## config.mk

```make
export PLATFORM = sky130hd
export DESIGN_NAME = logic_shift_pipe
export DESIGN_NICKNAME = d
export VERILOG_FILES = /design/src/rtl/logic_pkg.sv /design/src/rtl/logic_shift_core.sv /design/src/rtl/logic_shift_pipe.sv
export SDC_FILE = /design/constraint.sdc
export NUM_CORES = 1
export LEC_CHECK = 0
export CORE_MARGIN = 8
export CORE_UTILIZATION = 40
export DETAILED_ROUTE_END_ITERATION = 10
export HOLD_SLACK_MARGIN = 0.06
export SETUP_SLACK_MARGIN = 0.1
export SLEW_MARGIN = 15
export SYNTH_ARGS = -nofsm -noshare
export SYNTH_HDL_FRONTEND = slang
export SYNTH_SLANG_ARGS = --single-unit
```

## constraint.sdc

```tcl
create_clock -name CLK -period 7.2 [get_ports CLK]
set_input_delay 1.08 -clock CLK [delete_from_list [all_inputs] [get_ports CLK]]
set_output_delay 1.08 -clock CLK [all_outputs]
set_load 0.02 [all_outputs]
```

## src/rtl/logic_pkg.sv

```systemverilog
// Shared definitions for the logic/shift pipeline.
//   op_e  : 3-bit opcode encoding of the logic/shift operations
//   sh_w(): width of the shift-amount field for a given operand width
package logic_pkg;

  typedef enum logic [2:0] {
    OP_AND  = 3'b000,
    OP_OR   = 3'b001,
    OP_NAND = 3'b010,
    OP_NOR  = 3'b011,
    OP_XOR  = 3'b100,
    OP_XNOR = 3'b101,
    OP_SHL  = 3'b110,
    OP_SHR  = 3'b111
  } op_e;

  // Shift-amount width: enough bits to address every bit position of the operand.
  function automatic int sh_w(input int data_w);
    return (data_w > 1) ? $clog2(data_w) : 1;
  endfunction

endpackage

```

## src/rtl/logic_shift_core.sv

```systemverilog
// Combinational logic/shift function unit.
//   a_i      : operand A
//   b_i      : operand B; low sh_w(DATA_W) bits double as the shift amount
//   op_i     : operation select
//   result_o : DATA_W-bit result (shifted-out bits are dropped)
module logic_shift_core
  import logic_pkg::*;
#(
  parameter int DATA_W = 8
) (
  input  logic [DATA_W-1:0] a_i,
  input  logic [DATA_W-1:0] b_i,
  input  op_e               op_i,
  output logic [DATA_W-1:0] result_o
);

  localparam int SH_W = sh_w(DATA_W);

  logic [SH_W-1:0] sh_amt;
  assign sh_amt = b_i[SH_W-1:0];

  always_comb begin
    // NOTE: assign a default before the case so no path leaves result_o
    // unassigned; otherwise synthesis infers a latch.
    result_o = '0;
    unique case (op_i)
      OP_AND:  result_o = a_i & b_i;
      OP_OR:   result_o = a_i | b_i;
      OP_NAND: result_o = ~(a_i & b_i);
      OP_NOR:  result_o = ~(a_i | b_i);
      OP_XOR:  result_o = a_i ^ b_i;
      OP_XNOR: result_o = ~(a_i ^ b_i);
      OP_SHL:  result_o = a_i << sh_amt;
      OP_SHR:  result_o = a_i >> sh_amt;
      default: result_o = '0;
    endcase
  end

endmodule

```

## src/rtl/logic_shift_pipe.sv

```systemverilog
// Two-stage pipelined logic/shift unit with valid/ready handshake on both
// sides, result flags and a saturating completed-transfer counter.
//   CLK, RST          : clock, synchronous active-high reset
//   A, B, ALU_FUN     : operands and opcode, qualified by in_valid
//   in_valid/in_ready : input handshake (in_ready has no path from in_valid)
//   out_data          : result, zero-extended to OUT_W
//   out_valid/out_ready : output handshake
//   zero_flag/par_flag  : out_data == 0 / XOR-reduce of out_data
//   op_count          : number of completed output transfers, saturating
module logic_shift_pipe
  import logic_pkg::*;
#(
  parameter int DATA_W = 8,
  parameter int OUT_W  = 16,
  parameter int CNT_W  = 16
) (
  input  logic              CLK,
  input  logic              RST,
  input  logic [DATA_W-1:0] A,
  input  logic [DATA_W-1:0] B,
  input  logic [2:0]        ALU_FUN,
  input  logic              in_valid,
  output logic              in_ready,
  output logic [OUT_W-1:0]  out_data,
  output logic              out_valid,
  input  logic              out_ready,
  output logic              zero_flag,
  output logic              par_flag,
  output logic [CNT_W-1:0]  op_count
);

  // Stage 1 registers
  logic              s1_valid_q, s1_valid_d;
  logic [DATA_W-1:0] s1_a_q, s1_a_d;
  logic [DATA_W-1:0] s1_b_q, s1_b_d;
  op_e               s1_op_q, s1_op_d;

  // Stage 2 (output) registers
  logic              out_valid_q, out_valid_d;
  logic [OUT_W-1:0]  out_data_q, out_data_d;
  logic              zero_q, zero_d;
  logic              par_q, par_d;
  logic [CNT_W-1:0]  op_count_q, op_count_d;

  // Handshake
  logic s2_free;
  logic s1_adv;
  logic accept;
  logic xfer;

  logic [DATA_W-1:0] core_res;
  logic [OUT_W-1:0]  core_res_ext;

  assign s2_free  = !out_valid_q || out_ready;
  assign s1_adv   = s1_valid_q && s2_free;
  assign in_ready = !RST && (!s1_valid_q || s2_free);
  assign accept   = in_valid && in_ready;
  assign xfer     = out_valid_q && out_ready;

  logic_shift_core #(
    .DATA_W (DATA_W)
  ) u_core (
    .a_i      (s1_a_q),
    .b_i      (s1_b_q),
    .op_i     (s1_op_q),
    .result_o (core_res)
  );

  assign core_res_ext = OUT_W'(core_res);

  // Stage 1: when in_ready is high, S1 is either empty or emptying this
  // cycle, so its next valid is simply whether a new op is offered.
  always_comb begin
    s1_valid_d = s1_valid_q;
    s1_a_d     = s1_a_q;
    s1_b_d     = s1_b_q;
    s1_op_d    = s1_op_q;
    if (in_ready) begin
      s1_valid_d = in_valid;
    end
    if (accept) begin
      s1_a_d  = A;
      s1_b_d  = B;
      s1_op_d = op_e'(ALU_FUN);
    end
  end

  // Stage 2: loads whenever the output is free; a transfer with nothing
  // advancing from S1 drops out_valid, data and flags hold their values.
  always_comb begin
    out_valid_d = out_valid_q;
    out_data_d  = out_data_q;
    zero_d      = zero_q;
    par_d       = par_q;
    if (s2_free) begin
      out_valid_d = s1_valid_q;
    end
    if (s1_adv) begin
      out_data_d = core_res_ext;
      zero_d     = (core_res_ext == '0);
      par_d      = ^core_res_ext;
    end
  end

  always_comb begin
    op_count_d = op_count_q;
    if (xfer && (op_count_q != {CNT_W{1'b1}})) begin
      op_count_d = op_count_q + 1'b1;
    end
  end

  // NOTE: state registers use non-blocking assignments so every flop samples
  // the pre-edge values, independent of statement order.
  always_ff @(posedge CLK) begin
    if (RST) begin
      s1_valid_q  <= 1'b0;
      out_valid_q <= 1'b0;
      out_data_q  <= '0;
      zero_q      <= 1'b0;
      par_q       <= 1'b0;
      op_count_q  <= '0;
    end else begin
      s1_valid_q  <= s1_valid_d;
      out_valid_q <= out_valid_d;
      out_data_q  <= out_data_d;
      zero_q      <= zero_d;
      par_q       <= par_d;
      op_count_q  <= op_count_d;
    end
  end

  // NOTE: S1 operand registers are qualified by s1_valid_q, so they carry no
  // reset; this keeps reset off the wide datapath flops.
  always_ff @(posedge CLK) begin
    s1_a_q  <= s1_a_d;
    s1_b_q  <= s1_b_d;
    s1_op_q <= s1_op_d;
  end

  assign out_data  = out_data_q;
  assign out_valid = out_valid_q;
  assign zero_flag = zero_q;
  assign par_flag  = par_q;
  assign op_count  = op_count_q;

endmodule

```

# Word-level counts from Yosys, hierarchy flattened
# Index checks and enable logic that the tools add are counted.
word_totals:
  regBits: 47
  input_bits: 23
  out_inout_bits: 36
  wordCells: 40
classes:
  add_sub_neg: 1
  n_eq_ne: 8
  shift: 2
  mux: 1
  bitwise_logic: 6
  reduce_logical: 13
ops:
  columns: ["op", "n"]
  rows:
  - ["8-bit case mux with 8 select lines", 1]
  - ["8-bit inverter", 3]
  - ["16-bit by 1-bit adder with 16-bit output (second input constant)", 1]
  - ["16-bit zero test", 1]
  - ["16-bit inequality test (second input constant)", 1]
  - ["16-bit XOR reduction", 1]
  - ["3-bit equality test (second input constant)", 4]
  - ["8-bit AND", 1]
  - ["8-bit bitwise OR", 1]
  - ["8-bit by 3-bit << shifter with 8-bit output", 1]
  - ["8-bit by 3-bit right shift with 8-bit output", 1]
  - ["8-bit bitwise XOR", 1]
  - ["3-bit by 2-bit equality test with 1-bit output (second input constant)", 2]
  - ["1-bit logical AND", 5]
  - ["3-bit by 1-bit equality test with 1-bit output (second input constant)", 1]
  - ["1-bit zero test", 3]
  - ["3-bit zero test", 1]
  - ["1-bit logical OR", 2]

# Longest topological paths before layout
# Gate-level depths: netlist (run 1).
depth:
  depth_word: 5
  ltp_mapped: 14
  ltp_nobuf: 12

# Hierarchy
# Synthesis (run 1) repeated with hierarchy kept, for this count alone.
hier_totals:
  hier_cells: 361
  hier_area_um2: 3289.4
modules_own_cells:
  columns: ["module", "instances", "cells_per_inst", "area_each_um2", "seq_area_each_um2"]
  rows:
  - ["logic_shift_pipe", 1, 183, 2033.2, 1131.1]
  - ["logic_shift_core", 1, 178, 1256.2, 0.0]

# Worst setup path before layout (run 1)
# No wires, ideal clock.
synth_path:
  path_type: "input -> output"
  start: "input RST"
  end: "output in_ready"
  t_arrival_ns: 1.637
  t_required_ns: 6.120
  slack_ns: 4.483
  stages: 2
  n_path_buf: 1
  path_cell_list: "clkbuf_1 > a21oi_1"
synth_between:
  elab_chain_cells: 2
synth_rtl:
  columns: ["element", "line_no", "rtl"]
  rows:
  - ["start: declaration", "logic_shift_pipe.sv:18", "input logic RST,"]
  - ["1-bit zero test", "logic_shift_pipe.sv:56", "assign in_ready = !RST && (!s1_valid_q || s2_free);"]
  - ["1-bit logical AND", "logic_shift_pipe.sv:56", null]
  - ["end: declaration", "logic_shift_pipe.sv:23", "output logic in_ready,"]
# Every way passes these cells.

# Worst setup path after layout (run 1)
layout_path:
  start: "input out_ready"
  end: "output in_ready"
layout_between:
  elab_chain_cells: 3
layout_rtl:
  columns: ["element", "line_no", "rtl"]
  rows:
  - ["start: declaration", "logic_shift_pipe.sv:26", "input logic out_ready,"]
  - ["1-bit logical OR", "logic_shift_pipe.sv:54", "assign s2_free = !out_valid_q || out_ready;"]
  - ["1-bit logical OR", "logic_shift_pipe.sv:56", null]
  - ["1-bit logical AND", "logic_shift_pipe.sv:56", null]
# Every way passes these cells.

==> results.tsv, run 1 <==
metric	value	unit
ys.flop_type	dfxtp_1	
critPathCaptureType	output pin	
synthTopCellsByCount	36 x nor2_1, 28 x dfxtp_1, 22 x ha_1	
ys_ff_latch	47	
cts_buffers	5	
synth.area.mux_share	0.09438	
num_rows	33	
ff2ff_setup_slack	4.02	ns
cp-start-kind	primary input	
clock.fmax	279.7	MHz
placed_cell_area	3757	um2
synth-compound-area-share	0.1471	
status	complete, no violations	
grt_max_degree	32	
antenna_found_initial	0	
r2r_cells	11	
cts_num_sinks	47	
drc	0	
synth.most_common_cell	nor2_1	
p_leak	1.477	nW
cts_root_buffer	clkbuf_8	
ir_drop	73.75	uV
drtIter0Drc	140	
syn_inst	348	
synth_top_family_by_area	simple AND/OR/NAND/NOR gates	
routed_wl	7901	um
dr.pass1.iters	4	
track_usage	0.1426	
n_fill_cell	785	
rr_startpoint	s1_b_q[0]$_DFFE_PP_	
synth_simple_gate_area_share	0.2045	
die_w	106.1	um
p_per_area	151.4	nW/um2
relSlewSlack	0.3263	
clk_latency	0.30	ns
hpwl	5862	um
die_h	106.1	um
slew_violations	0	
yosysTopAreaCell	edfxtp_1	
finalNetCount	429	
synth_cell_types	64	
required	6.12	ns
rr_endpoint	par_flag$_SDFFE_PP0P_	
wl_per_cell	16.12	um
io_pins	59	
dieArea	11260	um2
globalRouteOverflowTotal	0	
grt_pass1_wl	13150	um
crit_path_max_fanout	5	
ctsLongestPathBuffers	2	
synth.cell_area	3248	um2
initial_utilization	0.4034	
hold_class	reg -> reg	
synth-seq-area-share	0.3482	
ys_warn_count	0	
clkSlewWorstSetupHoldPaths	0.09	ns
postCtsHoldBufs	0	
htreeDepth	2	
synthTopCellsByArea	edfxtp_1 18%, dfxtp_1 17%, ha_1 8.5%	
setup_viol	0	
post_cts_buffers	0	
crit_type	in -> out	
gp_congestion	0.9115	
syn_to_final_growth	18.45	%
fin_util	0.4779	
layout-drive-gt1-share	0.05974	
fin_setup_tns	0	ns
arrival	2.49	ns
synth-xor-area-share	0.04854	
cts_tree	built	
grt_pass1_vias	2608	
fin_area	3847	um2
min_path_cells	2	
min-delay-start	out_data[3]$_SDFFE_PP0P_	
synth_fa_ha_area_frac	0.08475	
vias	2701	
synthArstFlopShare	0	
timing.final.crit_share	0.4965	
fin_crit	3.575	ns
antenna_left	0	
antennaDiodeCount	0	
vias_per_cell	5.512	
finClkSkew	0.007990	ns
worst_pin_slew	1.011	ns
synth_edf_count	19	
rsz0062_at_grt	no	
cts_resized	0	
synth_area_per_cell	9.334	um2
yosysTopAreaCellShare	0.1757	
worstHoldEndpoint	out_data[3]$_SDFFE_PP0P_	
port_buffers	50	
core-area	8051	um2
hold_viol	0	
cap_viol_max_count	0	
[cell usage in the layout (no fill, tap or decap), drive strengths merged, types with 9 or more instances in the layout]
| cell | n |
|---|---|
| ha | 22 |
| xor2 | 9 |
| nor2 | 36 |
| edfxtp | 19 |
| clkdlybuf4s50 | 49 |
| nand3 | 10 |
| inv | 21 |
| xnor2 | 9 |
| a21oi | 13 |
| dfxtp | 28 |
| o21ai | 11 |
| nand2 | 17 |
| mux2i | 10 |
[layer usage]
layer	vias to the layer above	part of all wire	track usage
met5	-	0	0
met4	0	0.022	0.05126
met3	16	0.050	0.02904
met2	78	0.45	0.2163
met1	1274	0.47	0.1960
li1	1333	-	-
[layout make-up]
| class | instances | area [um2] | area share |
|---|---|---|---|
| Multi-Input combinational cell | 259 | 1912 | 0.4969 |
| Sequential cell | 47 | 1131 | 0.2940 |
| Timing Repair Buffer | 51 | 503.0 | 0.1307 |
| Tap cell | 105 | 131.4 | 0.03415 |
| Clock buffer | 7 | 86.33 | 0.02244 |
| Inverter | 20 | 75.07 | 0.01951 |
| Clock inverter | 1 | 8.758 | 0.002276 |
[power by group]
group	leakage [nW]	internal (mW)	switching, mW
logic	1.02	0.0544	0.0501
clock network	0.0489	0.0796	0.0949
registers	0.405	0.287	0.0168
total	1.48	0.421	0.162
[flip-flops by register name (all words and copies together), names as in the netlist]
name	cells
par_flag	1
s1_a_q	8
out_data	8
s1_valid_q	1
out_valid	1
s1_op_q	3
s1_b_q	8
zero_flag	1
op_count	16
[worst max path at each step]
stage                          from  endpoint  cells after the start
after floorplan                 RST  in_ready                      2
after global placement          RST  in_ready                      3
after detailed placement        RST  in_ready                      3
after CTS                       RST  in_ready                      3
after global routing      out_ready  in_ready                      4
final                     out_ready  in_ready                      4
[per-stage QoR]
step           cells  total power [mW]  hold slack (ns)  setup slack, ns
2_1_floorplan    355            0.3811           0.4961            4.483
3_3_place_gp     482            0.4135           0.4487            3.005
3_5_place_dp     482            0.4148           0.4583            2.969
4_1_cts          490            0.5909           0.4713            2.965
5_1_grt          490            0.6117           0.5049            3.523
6_report         490            0.5825           0.4725            3.625
[cell families (layout without fill, tap and decap cells)]
logic type      count (synthesis)  in the layout
simple gates                  125            125
xor+xnor                       18             18
flops                          47             47
buf+inv                        49             79
fa+ha+maj                      22             22
mux                            19             19
other cells                     1              8
compound gates                 67             67
[critical path: stages]
cell and delay, ns:
clkdlybuf4s50_1 0.50, nor2b_1 0.09, a21oi_1 0.19, clkdlybuf4s50_1 0.64
Note: power is estimated with default switching activity, not from simulation.
==> run 2: changes to the inputs <==
- clock period: 7.2 -> 3.75 ns (I/O delays scaled with it)
==> results.tsv, run 2 (same netlist as run 1, synthesis figures left out) <==
metric	value	unit	change
hold_viol	0		unchanged
required	3.96	ns	was 6.12 ns
grt_pass1_wl	14000	um	was 13,150 um
power_frac_comb	0.190		was 0.179
ctsLongestPathBuffers	2		unchanged
slew_violations	0		unchanged
worst_pin_slew	0.9727	ns	was 1.011 ns
final_common_cell	clkdlybuf4s50_1		unchanged
fin_crit	3.031	ns	
hpwl	6228	um	was 5862 um
antennaDiodeCount	0		unchanged
post_cts_buffers	0		unchanged
dieArea	11260	um2	unchanged
rsz0062_at_grt	no		unchanged
cp-start-kind	flop		was primary input
syn_to_final_growth	19.76	%	was 18.45%
cts_num_sinks	47		unchanged
seqPwrFrac	0.516		was 0.521
layout_common_cells	50 x clkdlybuf4s50_1, 36 x nor2_1, 28 x dfxtp_1, 22 x ha_1, 20 x inv_1		was 49 x clkdlybuf4s50_1, 36 x nor2_1, 28 x dfxtp_1, 22 x ha_1, 20 x inv_1
routed.top_layer	met4		unchanged
gp_congestion	0.9132		was 0.9115
relSlewSlack	0.3515		was 0.3263
status	complete, no violations		unchanged
num_rows	33		unchanged
finalNetCount	434		was 429
timing.final.crit_share	0.8083		
fin_setup_tns	0	ns	unchanged
vias	2718		was 2,701
layout-drive-gt1-share	0.06923		was 0.05974
clk_latency	0.30	ns	about the same
switching_share	0.2759		was 0.2777
p_clk_frac	0.294		was 0.300
port_buffers	50		unchanged
ir_drop	161.9	uV	was 73.75 uV
vias_per_cell	5.491		was 5.512
cts_buffers	5		unchanged
htreeDepth	2		unchanged
finClkSkew	0.007917	ns	was 0.007990 ns
initial_utilization	0.4034		unchanged
die_h	106.1	um	unchanged
p_per_area	287.5	nW/um2	was 151.4 nW/um2
drtIter0Drc	146		was 140
cts_tree	built		unchanged
grt_max_degree	32		unchanged
arrival	3.25	ns	was 2.49 ns
die_w	106.1	um	unchanged
wl_met1	3960	um	was 3750 um
wl_per_cell	16.81	um	was 16.12 um
clock.fmax	329.9	MHz	
cts_root_buffer	clkbuf_8		unchanged
largest_register_ffs	16		unchanged
clkSlewWorstSetupHoldPaths	0.09	ns	about the same
intPower	809.7	uW	was 420.7 uW
antenna_found_initial	0		unchanged
track_usage	0.1515		was 0.1426
postCtsHoldBufs	0		unchanged
wl_met2	3766	um	was 3581 um
crit_type	reg -> reg		was in -> out
met3_length	419	um	was 394 um
cts_resized	0		unchanged
cap_viol_max_count	0		unchanged
io_pins	59		unchanged
critPathCaptureType	flop		was output pin
p_leak	1.500	nW	was 1.477 nW
hold_class	reg -> reg		unchanged
dr.pass1.iters	4		unchanged
power	1.118	mW	was 582.5 uW
setup_viol	0		unchanged
routed_wl	8319	um	was 7901 um
p_switching	308.6	uW	was 161.8 uW
crit_path_max_fanout	20		was 5
antenna_left	0		unchanged
globalRouteOverflowTotal	0		unchanged
grt_pass1_vias	2674		was 2,608
core-area	8051	um2	unchanged
drc	0		unchanged
-- run 2: final timing paths --
path | cells after the start | slack, ns | from | to
max | 9 | 0.72 | s1_b_q[1]$_DFFE_PP_ | par_flag$_SDFFE_PP0P_
min | 2 | 0.46 | out_data[3]$_SDFFE_PP0P_ | out_data[3]$_SDFFE_PP0P_
max reg2reg | 9 | 0.72 | s1_b_q[1]$_DFFE_PP_ | par_flag$_SDFFE_PP0P_
min reg2reg | 2 | 0.46 | out_data[3]$_SDFFE_PP0P_ | out_data[3]$_SDFFE_PP0P_
-- run 2: layout make-up --
class | instances | area [um2]
multi-input combinational | 259 | 1912
clock inverter | 1 | 8.758
clock buffer | 7 | 86.33
tap | 105 | 131.4
sequential | 47 | 1131
inverter | 20 | 75.07
fill | 791 | 4161
timing repair buffer | 56 | 545.5
-- run 2: worst max-delay path, stage by stage (launching register included) --
cell and delay (ns):
edfxtp_1 0.83, mux4_2 0.58, and2_1 0.17, a311oi_1 0.24, o221ai_1 0.22, o21ai_0 0.15, ha_1 0.27, xnor2_1 0.14
xnor2_1 0.12, a211oi_1 0.23
-- run 2: metal layers --
layer	track usage	vias to the layer above
met1	0.2062	1279
met2	0.2377	84
met3	0.02843	13
met5	0	-
met4	0.04623	0
li1	-	1342
-- run 2: power by group through the flow --
stage	combinational (mW)	clock (mW)	sequential [mW]
global placement	0.212	0	0.588
detailed placement	0.213	0	0.589
floorplan	0.149	0	0.583
CTS	0.214	0.345	0.578
global route	0.232	0.366	0.583
finish	0.212	0.329	0.577
-- run 2: through the flow --
step	util	setup WS (ns)	cell area, um2	cells	hold slack [ns]
2_1_floorplan	-	1.107	3274	355	0.4961
5_1_grt	0.4831	0.4358	3890	495	0.4971
6_report	0.4831	0.7190	3890	495	0.4554
4_1_cts	0.4831	0.7413	3890	495	0.4612
3_3_place_gp	0.4713	0.8099	3795	487	0.4457
3_5_place_dp	0.4713	0.7649	3795	487	0.4487
